==> src/rtl/ps2_pkg.sv <==
// ps2_pkg: shared scan-code constants, parser states and key map for the PS/2 key decoder
package ps2_pkg;
  localparam logic [7:0] SC_EXT = 8'hE0;
  localparam logic [7:0] SC_BRK = 8'hF0;
  localparam logic [7:0] SC_PAUSE = 8'hE1;
  localparam logic [7:0] SC_Z = 8'h1A;
  localparam logic [7:0] SC_X = 8'h22;
  localparam logic [7:0] SC_SPACE = 8'h29;
  localparam logic [7:0] SC_ENTER = 8'h5A;
  localparam logic [7:0] SC_UP = 8'h75;
  localparam logic [7:0] SC_DOWN = 8'h72;
  localparam logic [7:0] SC_LEFT = 8'h6B;
  localparam logic [7:0] SC_RIGHT = 8'h74;
  localparam int KEY_W = 3;
  // bit 0 = E0 seen, bit 1 = F0 seen
  localparam logic [1:0] ST_IDLE = 2'b00;
  localparam logic [1:0] ST_EXT = 2'b01;
  localparam logic [1:0] ST_BRK = 2'b10;
  localparam logic [1:0] ST_EXT_BRK = 2'b11;
  typedef struct packed {
    logic pressed;
    logic [KEY_W-1:0] key;
  } ps2_event_t;
  // returns {hit, key_id}; the E0 map and the plain map are disjoint
  function automatic logic [KEY_W:0] key_lookup(input logic [7:0] code, input logic ext);
    return ext ? (code == SC_UP ? {1'b1, 3'd4} :
                  code == SC_DOWN ? {1'b1, 3'd5} :
                  code == SC_LEFT ? {1'b1, 3'd6} :
                  code == SC_RIGHT ? {1'b1, 3'd7} : {1'b0, 3'd0})
               : (code == SC_Z ? {1'b1, 3'd0} :
                  code == SC_X ? {1'b1, 3'd1} :
                  code == SC_SPACE ? {1'b1, 3'd2} :
                  code == SC_ENTER ? {1'b1, 3'd3} : {1'b0, 3'd0});
  endfunction
endpackage

==> src/rtl/ps2_event_fifo.sv <==
// ps2_event_fifo: synchronous first-word fall-through FIFO
module ps2_event_fifo #(
  parameter int WIDTH = 4,
  parameter int DEPTH = 4
) (
  input  logic             clk,
  input  logic             reset,
  input  logic             push,
  input  logic [WIDTH-1:0] din,
  output logic             full,
  input  logic             pop,
  output logic [WIDTH-1:0] dout,
  output logic             empty
);
  localparam int AW = $clog2(DEPTH);
  logic [WIDTH-1:0] mem_q [DEPTH];
  logic [WIDTH-1:0] mem_d [DEPTH];
  logic [AW-1:0] wr_q, wr_d, rd_q, rd_d;
  logic [AW:0] cnt_q, cnt_d;
  logic do_push, do_pop;
  // a full FIFO still accepts a push when the head leaves in the same cycle
  always_comb begin
    empty = cnt_q == '0;
    full = cnt_q == (AW+1)'(DEPTH);
    do_pop = pop && !empty;
    do_push = push && (!full || do_pop);
    mem_d = mem_q;
    if (do_push) mem_d[wr_q] = din;
    wr_d = wr_q + AW'(do_push);
    rd_d = rd_q + AW'(do_pop);
    cnt_d = cnt_q + (AW+1)'(do_push) - (AW+1)'(do_pop);
    dout = mem_q[rd_q];
  end
  // storage and pointers; storage is cleared so the head reads zero after reset
  always_ff @(posedge clk) begin
    if (reset) begin
      mem_q <= '{default: '0};
      wr_q <= '0;
      rd_q <= '0;
      cnt_q <= '0;
    end else begin
      mem_q <= mem_d;
      wr_q <= wr_d;
      rd_q <= rd_d;
      cnt_q <= cnt_d;
    end
  end
endmodule

==> src/rtl/ps2_key_decoder.sv <==
// ps2_key_decoder: set-2 scan-code parser producing held-key state and a press/release event queue
module ps2_key_decoder
  import ps2_pkg::*;
#(
  parameter int FIFO_DEPTH = 4,
  parameter int SUPPRESS_REPEAT = 1
) (
  input  logic             clk,
  input  logic             reset,
  input  logic [7:0]       rx_data,
  input  logic             rx_valid,
  output logic             ev_valid,
  input  logic             ev_ready,
  output logic             ev_pressed,
  output logic [KEY_W-1:0] ev_key,
  output logic [7:0]       keys_held,
  output logic             overflow
);
  logic [1:0] st_q, st_d;
  logic [7:0] held_q, held_d;
  logic ovf_q, ovf_d;
  logic ext, brk, hit, was_held, push, full, empty;
  logic [KEY_W-1:0] id;
  ps2_event_t ev_in, ev_out;
  // prefix tracking, key decode and event generation; unmapped bytes only reset the parser
  always_comb begin
    ext = st_q[0];
    brk = st_q[1];
    {hit, id} = key_lookup(rx_data, ext);
    was_held = held_q[id];
    push = rx_valid && hit && (brk ? was_held : (!was_held || SUPPRESS_REPEAT == 0));
    held_d = held_q;
    if (rx_valid && hit) held_d[id] = !brk;
    st_d = !rx_valid ? st_q :
           rx_data == SC_EXT ? (brk ? ST_IDLE : ST_EXT) :
           rx_data == SC_BRK ? (brk ? ST_IDLE : {1'b1, ext}) : ST_IDLE;
    ev_in = '{pressed: !brk, key: id};
    ovf_d = ovf_q || (push && full && !(ev_ready && !empty));
  end
  // parser state, held-key vector and sticky overflow
  always_ff @(posedge clk) begin
    if (reset) begin
      st_q <= ST_IDLE;
      held_q <= '0;
      ovf_q <= 1'b0;
    end else begin
      st_q <= st_d;
      held_q <= held_d;
      ovf_q <= ovf_d;
    end
  end
  ps2_event_fifo #(.WIDTH(KEY_W + 1), .DEPTH(FIFO_DEPTH)) u_fifo (
    .clk(clk),
    .reset(reset),
    .push(push),
    .din(ev_in),
    .full(full),
    .pop(ev_ready),
    .dout(ev_out),
    .empty(empty)
  );
  assign ev_valid = !empty;
  assign {ev_pressed, ev_key} = ev_out;
  assign keys_held = held_q;
  assign overflow = ovf_q;
endmodule

==> config.mk <==
export PLATFORM = sky130hd
export DESIGN_NAME = ps2_key_decoder
export DESIGN_NICKNAME = d
export VERILOG_FILES = /design/src/rtl/ps2_pkg.sv /design/src/rtl/ps2_event_fifo.sv /design/src/rtl/ps2_key_decoder.sv
export SDC_FILE = /design/constraint.sdc
export NUM_CORES = 1
export LEC_CHECK = 0
export BUFFER_PORTS_ARGS = -buffer_cell sky130_fd_sc_hd__buf_4
export CORE_ASPECT_RATIO = 1.5
export CORE_UTILIZATION = 40
export DETAILED_ROUTE_END_ITERATION = 7
export PLACE_DENSITY = 0.67
export SKIP_CTS_REPAIR_TIMING = 1
export SYNTH_ARGS = -nofsm -noshare
export SYNTH_HDL_FRONTEND = slang
export SYNTH_SLANG_ARGS = --single-unit
==> constraint.sdc <==
create_clock -name clk -period 7.35 [get_ports clk]
set_clock_uncertainty 0.15 [all_clocks]
set_input_delay 0.735 -clock clk [delete_from_list [all_inputs] [get_ports clk]]
set_output_delay 0.735 -clock clk [all_outputs]
set_load 0.05 [all_outputs]
; ---- Word-level counts from Yosys, hierarchy flattened
; Index checks and enable logic that the tools add are counted.
; Widths: inputs -> output; s select.
[word_totals]
inputBits = 12
register_bits = 34
output_inout_bits = 14
elab_cells = 76
[op_classes]
add_sub_neg = 4
n_lt_le_gt_ge = 5
bitwise = 2
n_eq_ne = 12
mux = 25
reduce_logical = 17
[op_table]
columns = operator, n
row1 = $mux 4, 12
row2 = $eq 8x7->1 const B, 5
row3 = $bwmux 16, 1
row4 = $eq 8x6->1 const B, 2
row5 = $eq 8x8->1 const B, 2
row6 = $bmux 4 s2, 1
row7 = $bwmux 8, 1
row8 = $demux 4 s2, 1
row9 = $eq 8x5->1 const B, 1
row10 = $logic_and 1x1->1, 8
row11 = $ge 3x3->1 const B, 2
row12 = $mux 2, 3
row13 = $not 2->3, 2
row14 = $logic_not 1->1, 5
row15 = $add 2x1->2, 2
row16 = $lt 3x4->1 const B, 1
row17 = $mux 1, 4
row18 = $add 3x1->3, 1
row19 = $bmux 1 s3, 1
row20 = $demux 1 s3, 1
row21 = $eq 3x3->1 const B, 1
row22 = $ge 3x1->1 const B, 1
row23 = $logic_not 3->1, 1
row24 = $lt 3x1->1 const B, 1
row25 = other kinds (4), 5

; ---- Depth between registers and ports, before layout
; Gate-level depths: netlist (run 1).
[logic_depth]
word_depth = 14
depth_mapped = 15
mapped_depth_nobuf = 13

; ---- By module
; Synthesis (run 1) repeated with hierarchy kept, for this count alone.
[hier_totals]
cells_unflattened = 200
area_unflattened_um2 = 1909.3
[by_module_without_submodules]
columns = module, n_inst, cells_each, area_per_inst_um2, seq_area_each_um2
row1 = ps2_event_fifo, 1, 97, 1081.0, 460.4
row2 = ps2_key_decoder, 1, 103, 828.3, 220.2

; ---- Least setup slack after synthesis (run 1)
; Ideal clock, no wire load.
[synth_timing]
path_type = input to register
from = input port rx_data[0]
to = register u_fifo.cnt_q[2]
slack_ps = 3772
arrival_time_ps = 3300
path_buffers = 2
stages = 15
path_cell_list = buf_4 -> and4bb_1 -> nand2_1 -> mux2i_1 -> a221o_1 -> a31oi_4 -> xnor2_1 -> buf_6 -> and2_4 -> ha_1 -> inv_1 -> fa_1 -> xor2_1 -> xnor2_1 -> nor2_1
[synth_via]
elab_chain_len = 14
word_cells_on_any_way = 26
cone_classes = 2 x add/sub / 8 x eq/ne / 12 x mux / 4 x reduce/logical
[synth_rtl]
columns = element, line
row1 = start: declaration, ps2_key_decoder.sv:10  ; input logic [7:0] rx_data,
row2 = "$eq 8x7->1, on equally long branches", "ps2_pkg.sv:33, ps2_pkg.sv:29"
row3 = "$mux 4, on equally long branches", "ps2_pkg.sv:33, ps2_pkg.sv:29"
row4 = "$mux 4, on equally long branches", "ps2_pkg.sv:32, ps2_pkg.sv:28"
row5 = "$mux 4, on equally long branches", "ps2_pkg.sv:31, ps2_pkg.sv:27"
row6 = "$mux 4, on equally long branches", "ps2_pkg.sv:30, ps2_pkg.sv:26"
row7 = $mux 4 *, ps2_pkg.sv:26  ; return ext ? (code == SC_UP ? {1'b1, 3'd4} :
row8 = $bmux 1 s3, ps2_key_decoder.sv:30  ; was_held = held_q[id];
row9 = $mux 1 (implied by the code), ps2_key_decoder.sv:30
row10 = $logic_not 1->1, ps2_key_decoder.sv:31  ; push = rx_valid && hit && (brk ? was_held : (!was_held || SUPPRESS_REPEAT == 0));
row11 = $mux 1, ps2_key_decoder.sv:31
row12 = $logic_and 1x1->1 *, ps2_key_decoder.sv:31
row13 = $logic_and 1x1->1 *, ps2_event_fifo.sv:26  ; do_push = push && (!full || do_pop);
row14 = $add 3x1->3 *, ps2_event_fifo.sv:31  ; cnt_d = cnt_q + (AW+1)'(do_push) - (AW+1)'(do_pop);
row15 = $sub 3x1->3 *, ps2_event_fifo.sv:31
row16 = end signal: assignment, ps2_event_fifo.sv:45  ; cnt_q <= cnt_d;
row17 = end: declaration, ps2_event_fifo.sv:19  ; logic [AW:0] cnt_q, cnt_d;
; Every way passes the cells marked *; elsewhere a longest branch is shown, timed or not. The select of a mux whose other input is x is not followed.
; A chain may end at the register's enable or synchronous reset.

; ---- Final worst setup path (run 1)
[layout_timing]
from = input port rx_data[2]
to = register u_fifo.cnt_q[2]
; The elaborated chain is that of the path after synthesis.

==> metrics.csv, run 1 <==
metric,value,unit
CP Capture Type,flop,
"Req. time, crit path",7.37,ns
diode count,0,
Hold Path Class,reg -> reg,
Starting Density,0.416,
Place WS,3.23,ns
wire length per cell,14.4,um
Final Max Tran Viols,0,
Final setup viols,0,
Routed WL,4330,um
CP max-delay cell,xnor2_1,
FP Rows,31,
Crit Path Max Fanout,11,
clk_lat worst skew,0.29,ns
switching pwr,140,uW
"most common cell after layout, fill and taps aside",dfxtp_1,
largest net degree at the start of global routing,38,
Rel. slew slack,0.415,
part of the power in combinational logic,0.215,
"Arr. time, crit path",3.86,ns
setup TNS,0,ns
power share of the sequential group,0.436,
worst-case vdd ir drop,0.115,mV
TritonCTS clock tree,done,
CP Cell Sequence,buf_4 > nor4b_2 > nand2_1 > a21oi_2 > or3b_1 > a31oi_4 > xnor2_1 > and2_4 > ha_1 > inv_1 > fa_1 > xor2_1 > xnor2_1 > nor2_1,
post-route minimum period,3.84,ns
core area,0.00481,sq mm
Pwr Density,210,mW/mm^2
CP Launch Type,primary input,
vias in the first global route,1488,
drt pass-1 iters,4,
Fillers,487,
Die W,59.7,um
RSZ-0062 raised after global routing,false,
Final Cell Area,0.00231,sq mm
Post-synth EDFFs,0,
Final Wtd Congestion,0.852,
Synth top area share,0.340,
IO Count,26,
deepest clock path buffer count,2,
GRT Residual Overflow,0,
status,"finished, final reports clean",
max frequency,261,MHz
"commonest non-fill, non-tap cells in the layout","dfxtp_1, buf_4, nor2_1, mux2i_1",
layout cells sized above 1,0.218,
Die H,88.6,um
internal power,344,uW
register clock-pin slew on the reported worst setup and hold paths,0.07,ns
setup slack after layout,3.51,ns
leakage,0.000904,uW
Layout area overhead,15.3,%
Post-Syn Area per Cell,9.39,sq um
sw frac,0.289,
Gate Count Post-Synth,213,
Synth area leaders,"dfxtp_1, mux2i_1, mux4_2",
DP HPWL,3240,um
CTS Buf Count,5,
Layout Nets,250,
crit path kind,in -> reg,
DR iter-0 viols,44,
clock sink count,34,
Final Hold Viols,0,
Seq cells post-synth,34,
H-tree depth,2,
GRT Overall Usage,0.177,
Post-route DRC,0,
fraction of the yosys area taken by sequential cells,0.340,
total number of vias,1610,
actual slew at the worst max-slew pin,0.872,ns
Synth Flop Type,dfxtp_1,
warnings from Yosys,0,
initial antenna violation count,0,
CTS root buffer,clkbuf_8,
cell area after synthesis,0.00200,sq mm
leading area contributor after synthesis,dfxtp_1,
fin crit share,0.522,
Vias per Instance,5.37,
die area,0.00529,sq mm
"FFs w/ async S/R, synth",0,
Crit path top cell by count,xnor2_1,
Routed Antenna Nets,0,
I/O Buffers,25,
post-placement cell area,0.00220,sq mm
Clock power frac,0.349,
first-pass GRT wire length,7050,um
Netlist cell types,60,
Syn Nets,230,
crit-path max cell delay,0.71,ns
max-cap violations,0,
power groups by stage:
stage | Combinational (uW) | Sequential [uW] | Clock, uW
floorplan | 80.7 | 212 | 0
global route | 114 | 213 | 180
CTS | 104 | 211 | 173
global placement | 102 | 215 | 0
finish | 104 | 211 | 169
detailed placement | 104 | 215 | 0
state kept, by name, indices dropped and copies added (netlist names):
signal and count:
u_fifo.wr_q 2, u_fifo.cnt_q 3, keys_held 8, u_fifo.mem_q 16, u_fifo.rd_q 2, st_q 2
overflow 1
cells by family after synthesis:
logic type | synth area share
mux | 0.113
xor+xnor | 0.0263
flops | 0.340
buf+inv | 0.0607
compound gates | 0.143
fa+ha+maj | 0.0350
simple gates | 0.282
cell type report:
| class | instances | area (sq um) | share of cell area |
|---|---|---|---|
| Inverter | 9 | 33.8 | 0.0146 |
| Tap cell | 66 | 82.6 | 0.0358 |
| Timing Repair Buffer | 27 | 203 | 0.0879 |
| Clock inverter | 3 | 40.0 | 0.0174 |
| Clock buffer | 5 | 68.8 | 0.0298 |
| Sequential cell | 34 | 681 | 0.295 |
| Multi-Input combinational cell | 156 | 1200 | 0.520 |
critical path, delay by kind of cell:
kind	cells	cell delay (ns)
and+or+nand+nor	5	1.04
buffers and inverters	2	0.20
adders and majority gates	2	0.51
AOI/OAI and AO/OA	2	0.33
xor gates and xnor gates	3	1.03
per-layer routing:
layer	up-vias	track usage	share of wire
li1	812	-	-
met3	7	0.0409	0.031
met5	-	0	0
met1	755	0.203	0.43
met4	0	0.0719	0.017
met2	36	0.310	0.52
through the flow:
stage               hold slack (ns)  power (uW)   util  std cells
floorplan                     0.285         292      -        213
detailed placement            0.316         319  0.457        292
global placement              0.306         317  0.457        292
global route                  0.351         507  0.480        300
CTS                           0.329         488  0.480        300
finish                        0.326         484  0.480        300
synthesized netlist by cell type (2+ instances only):
cell      number
nand2b_1       6
a221oi_1       2
mux4_2         4
inv_1          9
nand3_1        6
or4_1          2
nand2_1        8
or3b_1         2
o31ai_1        4
nor2_1        23
mux2i_1       12
nand3b_1       4
clkbuf_1       5
a31oi_1        3
nor3b_1        2
a211oi_1       3
buf_2          4
buf_4          2
nor2b_1        9
buf_6          3
and4bb_1       2
xor2_1         2
nor3_1         4
and3_1         2
nor4b_1        2
xnor2_1        4
a21oi_1        9
o21ai_0        5
nor4bb_1       2
ha_1           4
nand4_1        2
dfxtp_1       34
worst paths after layout:
path / cells after the start / end / startpoint / slack, ns
setup / recovery: 14 / u_fifo.cnt_q[2] / rx_data[2] / 3.51
hold / removal: 2 / u_fifo.mem_q[11] / u_fifo.mem_q[11] / 0.33
setup reg to reg: 12 / u_fifo.cnt_q[2] / st_q[0] / 3.89
hold reg to reg: 2 / u_fifo.mem_q[11] / u_fifo.mem_q[11] / 0.33
No activity file was read; power rests on OpenSTA's default activity.
==> run 2: changes to the inputs <==
- ABC_AREA: not set -> 1
- clock period: 7.35 -> 3.9 ns (I/O delays scaled with it)
==> run 2 against run 1 <==
Sequential power grew 88%. Cell count grew 32%. Via count grew 21%. Count of clock-buffer cells in the layout is the same. Clock power grew 41%. Non-clock buffer count shrank 1. Highest routed layer unchanged.
==> metrics.csv, run 2 <==
metric,value,unit,change
status,"finished, final reports clean",,
total number of vias,1943,,+21%
kind of cell adding the most delay to the critical path,simple AND/OR/NAND/NOR gates,,
Routed met2 length,2550,um,+14%
actual slew at the worst max-slew pin,0.732,ns,-0.140 ns
Starting Density,0.423,,+0.00745
CTS Buf Count,5,,unchanged
Synth top area share,0.326,,-0.0139
warnings from Yosys,0,,unchanged
Post-route DRC,0,,unchanged
worst setup path startpoint,st_q[0],,
Final Max Tran Viols,0,,unchanged
largest net degree at the start of global routing,29,,-24%
"most common cell after layout, fill and taps aside",nor2_1,,
largest register by flop count,u_fifo.mem_q,,
fin crit share,0.728,,
Layout Nets,347,,+39%
fin util,0.490,,+0.0103
max-cap violations,0,,unchanged
register clock-pin slew on the reported worst setup and hold paths,0.07,ns,about the same
Buf/Inv on CP,3,,+1
crit path kind,reg -> reg,,
Final Wtd Congestion,0.853,,about the same
Non-Filler Instances,396,,+32%
first-pass GRT wire length,8250,um,+17%
top routing layer used,met4,,
setup TNS,0,ns,unchanged
Die W,61.0,um,+2.0%
post-route minimum period,2.84,ns,
wire length per cell,11.8,um,-19%
"FFs w/ async S/R, synth",0,,unchanged
CP max-delay cell,dfxtp_1,,
Layout area overhead,15.7,%,
leading area contributor after synthesis,dfxtp_1,,
Final setup viols,0,,unchanged
layout cells sized above 1,0.206,,-0.0119
max frequency,352,MHz,
Rel. slew slack,0.509,,+0.0942
Routed WL,4660,um,+7.5%
Netlist cell types,34,,-43%
Post-synth EDFFs,0,,unchanged
FP Rows,31,,unchanged
drt pass-1 iters,4,,unchanged
clock sink count,34,,unchanged
metal1 wirelength,1890,um,+0.58%
H-tree depth,2,,unchanged
core area,0.00493,sq mm,+2.4%
Final Hold Viols,0,,unchanged
vias in the first global route,1886,,+27%
Largest register FFs,16,,unchanged
GRT Residual Overflow,0,,unchanged
Vias per Instance,4.91,,-8.6%
Seq cells post-synth,34,,unchanged
Gate Count Post-Synth,304,,+43%
DR iter-0 viols,57,,+30%
Hold Path Class,in -> reg,,
Reg area,681,sq um,unchanged
Syn Nets,321,,+40%
TritonCTS clock tree,done,,
leakage,0.00109,uW,+21%
fraction of the yosys area taken by sequential cells,0.326,,-0.0139
"commonest non-fill, non-tap cells in the layout","nor2_1, nand2_1, inv_1, dfxtp_1, buf_4",,
crit-path max cell delay,0.54,ns,-0.17 ns
routed wl met3,102,um,-25%
Die H,90.4,um,+2.1%
Post-Syn Area per Cell,6.86,sq um,-27%
Pwr Density,412,mW/mm^2,+96%
area occupied by multi-input gates,0.00121,sq mm,+0.73%
Hold Slack,0.176,ns,-0.150 ns
"Req. time, crit path",3.92,ns,-3.45 ns
"Arr. time, crit path",2.86,ns,-1.00 ns
Routed Antenna Nets,0,,unchanged
worst-case vdd ir drop,0.151,mV,+31%
Post-Place Cells,389,,+33%
Synth Flop Type,dfxtp_1,,
IO Count,26,,unchanged
GRT Overall Usage,0.197,,+0.0197
Reg2Reg Launch Point,st_q[0],,
diode count,0,,unchanged
Hold Crit Start,reset,,
most common cell in the netlist,nor2_1,,
deepest clock path buffer count,2,,unchanged
CP Cell Sequence,buf_4 > nand4_1 > nor2_1 > nor2_1 > nand3_1 > nor2_2 > a21oi_4 > nand3_4 > inv_1 > ha_1 > inv_1 > fa_1 > o21ai_0 > a21oi_1,,
cell area after synthesis,0.00209,sq mm,+4.3%
Fillers,554,,+14%
I/O Buffers,25,,unchanged
RSZ-0062 raised after global routing,false,,
clk_lat worst skew,0.28,ns,about the same
initial antenna violation count,0,,unchanged
CTS root buffer,clkbuf_8,,
DP HPWL,3630,um,+12%
Crit Path Max Fanout,8,,-3
most common library cells after synthesis,"nor2_1, nand2_1, inv_1",,
CP Launch Type,flop,,
Synth area leaders,"dfxtp_1, nor2_1, nand2_1",,
die area,0.00551,sq mm,+4.1%
CP Capture Type,flop,,
-- run 2: cell types whose count changed after synthesis, sizes merged, moves of 11 or more --
cell / before / now
nand2: 8 / 62
nor2: 23 / 73
inv: 9 / 44
o21ai: 5 / 20
nand4: 3 / 15
mux2i: 12 / 1
-- run 2: power breakdown --
group          total [uW]  internal, uW  switching [uW]
clock                 238           120             119
sequential            397           368            29.1
combinational         358           114             244
total                 994           602             392
-- run 2: final cells by class --
| cell class | instances | share of cell area |
|---|---|---|
| Clock buffer | 5 | 0.0285 |
| Multi-Input combinational cell | 218 | 0.500 |
| Clock inverter | 2 | 0.00415 |
| Inverter | 45 | 0.0700 |
| Tap cell | 66 | 0.0342 |
| Sequential cell | 34 | 0.282 |
| Timing Repair Buffer | 26 | 0.0809 |
-- run 2: worst paths after layout --
path	end	slack, ns	depth (start not counted)
worst max register to register	u_fifo.cnt_q[2]	1.06	14
worst min-delay path	u_fifo.cnt_q[0]	0.18	2
worst min register to register	u_fifo.mem_q[12]	0.34	2
worst max-delay path	u_fifo.cnt_q[2]	1.06	14
-- run 2: metrics by stage --
stage / total power, uW / area, sq um / setup slack [ns]
final: 994 / 2410 / 1.06
after global routing: 1070 / 2410 / 0.792
after CTS: 1010 / 2410 / 1.06
after detailed placement: 769 / 2330 / 0.773
after global placement: 766 / 2330 / 0.793
after floorplan: 669 / 2090 / 1.12
-- run 2: logic make-up (layout without fill, tap and decap cells) --
| logic type | Yosys count | count (layout) | share of synthesized area |
|---|---|---|---|
| DFF | 34 | 34 | 0.326 |
| adders and majority gates | 5 | 5 | 0.0336 |
| and+or+nand+nor | 168 | 168 | 0.394 |
| muxes | 1 | 1 | 0.00660 |
| AOI/OAI and AO/OA | 42 | 42 | 0.136 |
| xor gates and xnor gates | 2 | 2 | 0.00840 |
| buffers and inverters | 52 | 78 | 0.0948 |
-- run 2: layer usage --
layer,track usage,vias to the layer above
met3,0.0330,9
met5,0,-
met4,0.108,0
li1,-,1027
met1,0.219,877
met2,0.338,30
-- run 2: worst register-to-register path: cells and delay by family (launching register included) --
kind	cells	cell delay, ns
simple gates	6	0.70
fa+ha+maj	2	0.51
flops	1	0.54
compound gates	3	0.45
buf+inv	3	0.39
==> run 3: changes to the inputs <==
- ABC_AREA: 1 -> 0
- PLACE_DENSITY: 0.67 -> 0.69
- clock period: 3.9 -> 2.5 ns (I/O delays scaled with it)
==> run 3 against run 2 <==
Die area down 4.0%. Setup slack worse by 1.3 ns. Largest power group unchanged. Largest cell class unchanged. Global-route usage is 0.39 points higher. The flow now finishes with violations (negative setup slack).
==> metrics.csv, run 3 (synthesized netlist as in run 1, its figures left out) <==
metric,value,unit,change
IO Count,26,,unchanged
H-tree depth,2,,unchanged
max frequency,370,MHz,+5.0%
TritonCTS clock tree,done,,
DR iter-0 viols,26,,-54%
CP Launch Type,flop,,
largest register by flop count,u_fifo.mem_q,,
diode count,0,,unchanged
first-pass GRT wire length,7930,um,-3.8%
Buf/Inv on CP,1,,-2
Final Wtd Congestion,0.955,,+12%
crit-path max cell delay,0.39,ns,-0.15 ns
max-cap violations,0,,unchanged
fin util,0.534,,+0.0444
post-placement cell area,0.00244,sq mm,+4.7%
Layout Nets,279,,-20%
die area,0.00529,sq mm,-4.0%
Routed WL,4660,um,about the same
Vias per Instance,5.40,,+10%
CP Capture Type,flop,,
Crit Path Max Fanout,4,,-4
Fillers,487,,-12%
post-route minimum period,2.70,ns,-0.136 ns
Die W,59.7,um,-2.0%
"commonest non-fill, non-tap cells in the layout","buf_4, dfxtp_1, nor2_1, mux2i_1, nor2b_1",,
Hold Path Class,in -> reg,,
violated checks,negative setup slack,,
Final setup viols,2,,+2
Pwr Density,573,mW/mm^2,+39%
actual slew at the worst max-slew pin,0.469,ns,-0.263 ns
drt pass-1 iters,4,,unchanged
Post-route DRC,0,,unchanged
fin crit share,1.08,,+0.353
"Arr. time, crit path",2.72,ns,-0.14 ns
status,finished with violations,,
clk_lat worst skew,0.29,ns,about the same
Largest register FFs,16,,unchanged
Final Max Tran Viols,0,,unchanged
Final Cell Area,0.00257,sq mm,+6.5%
Starting Density,0.416,,-0.00745
register clock-pin slew on the reported worst setup and hold paths,0.07,ns,about the same
clock sink count,34,,unchanged
Layout area overhead,28.5,%,
Rel. slew slack,0.683,,+0.174
"most common cell after layout, fill and taps aside",buf_4,,
CP max-delay cell,fa_2,,
Die H,88.6,um,-2.0%
Routed Antenna Nets,0,,unchanged
setup slack after layout,-0.202,ns,-1.26 ns
RSZ-0062 raised after global routing,true,,
"Req. time, crit path",2.52,ns,-1.40 ns
kind of cell adding the most delay to the critical path,compound AO/OA/AOI/OAI gates,,
GRT Residual Overflow,0,,unchanged
layout cells sized above 1,0.338,,+0.132
worst-case vdd ir drop,0.251,mV,+66%
CTS root buffer,clkbuf_8,,
total number of vias,1776,,-8.6%
DP HPWL,3700,um,+2.0%
crit path kind,reg -> reg,,
FP Rows,31,,unchanged
CTS Buf Count,5,,unchanged
Hold Slack,0.0503,ns,-0.125 ns
deepest clock path buffer count,2,,unchanged
largest net degree at the start of global routing,38,,+31%
I/O Buffers,25,,unchanged
leakage,0.00105,uW,-4.1%
GRT Overall Usage,0.201,,+0.00394
vias in the first global route,1798,,-4.7%
wire length per cell,14.2,um,+20%
Final Hold Viols,0,,unchanged
core area,0.00481,sq mm,-2.4%
initial antenna violation count,0,,unchanged
CP Cell Sequence,and4b_1 > o21ai_1 > o31ai_1 > a221o_1 > a31oi_4 > xnor2_2 > and2_4 > ha_4 > inv_2 > fa_2 > xor2_2 > xnor2_1 > nor2_1,,
==> run 3: cell types whose count changed in the layout (fill, tap and decap cells not counted), sizes merged, moves of 6 or more <==
cell,delta
mux2i,+11
nand2b,+6
nand2,-54
buf,+30
o21ai,-15
nor2b,+10
nand4,-12
inv,-35
nor2,-50
==> run 3: worst paths after layout <==
path,startpoint,to,slack (ns),depth (start not counted)
worst min register to register,u_fifo.mem_q[7],u_fifo.mem_q[7],0.32,1
worst min-delay path,rx_valid,st_q[0],0.05,2
worst max-delay path,st_q[0],u_fifo.cnt_q[2],-0.20,13
worst max register to register,st_q[0],u_fifo.cnt_q[2],-0.20,13
==> run 3: stage by stage <==
stage,setup TNS [ns],power (uW),setup slack (ns),cells
final,-0.268,1470,-0.202,329
after global routing,-0.446,1540,-0.301,329
after CTS,-0.340,1470,-0.250,329
after detailed placement,-1.20,985,-0.459,321
after global placement,-1.31,974,-0.465,321
after floorplan,-0.828,873,-0.491,213
==> run 3: cell type report <==
type	count	area, sq um	area share
flip-flops and latches	34	687	0.267
inverters	9	33.8	0.0131
clock inverters	1	30.0	0.0117
clock buffers	7	76.3	0.0297
repair buffers	56	420	0.164
multi-input cells	156	1240	0.482
well taps	66	82.6	0.0321
==> run 3: per-layer routing <==
metal	part of all wire	global-route usage
met1	0.38	0.205
met2	0.55	0.361
met3	0.029	0.0409
met4	0.043	0.129
met5	0	0
==> run 3: where the power goes <==
part           internal [uW]  switching (uW)  total [uW]
Clock                    298             191         489
Combinational            179             188         367
Sequential               574            41.0         615
Total                   1050             421        1470
==> run 3: worst register-to-register path, cell delays in order, from the launching register on <==
cell	delay [ns]
dfxtp_4	0.36
and4b_1	0.17
o21ai_1	0.08
o31ai_1	0.10
a221o_1	0.37
a31oi_4	0.19
xnor2_2	0.13
and2_4	0.17
ha_4	0.12
inv_2	0.04
fa_2	0.39
xor2_2	0.16
xnor2_1	0.13
nor2_1	0.05
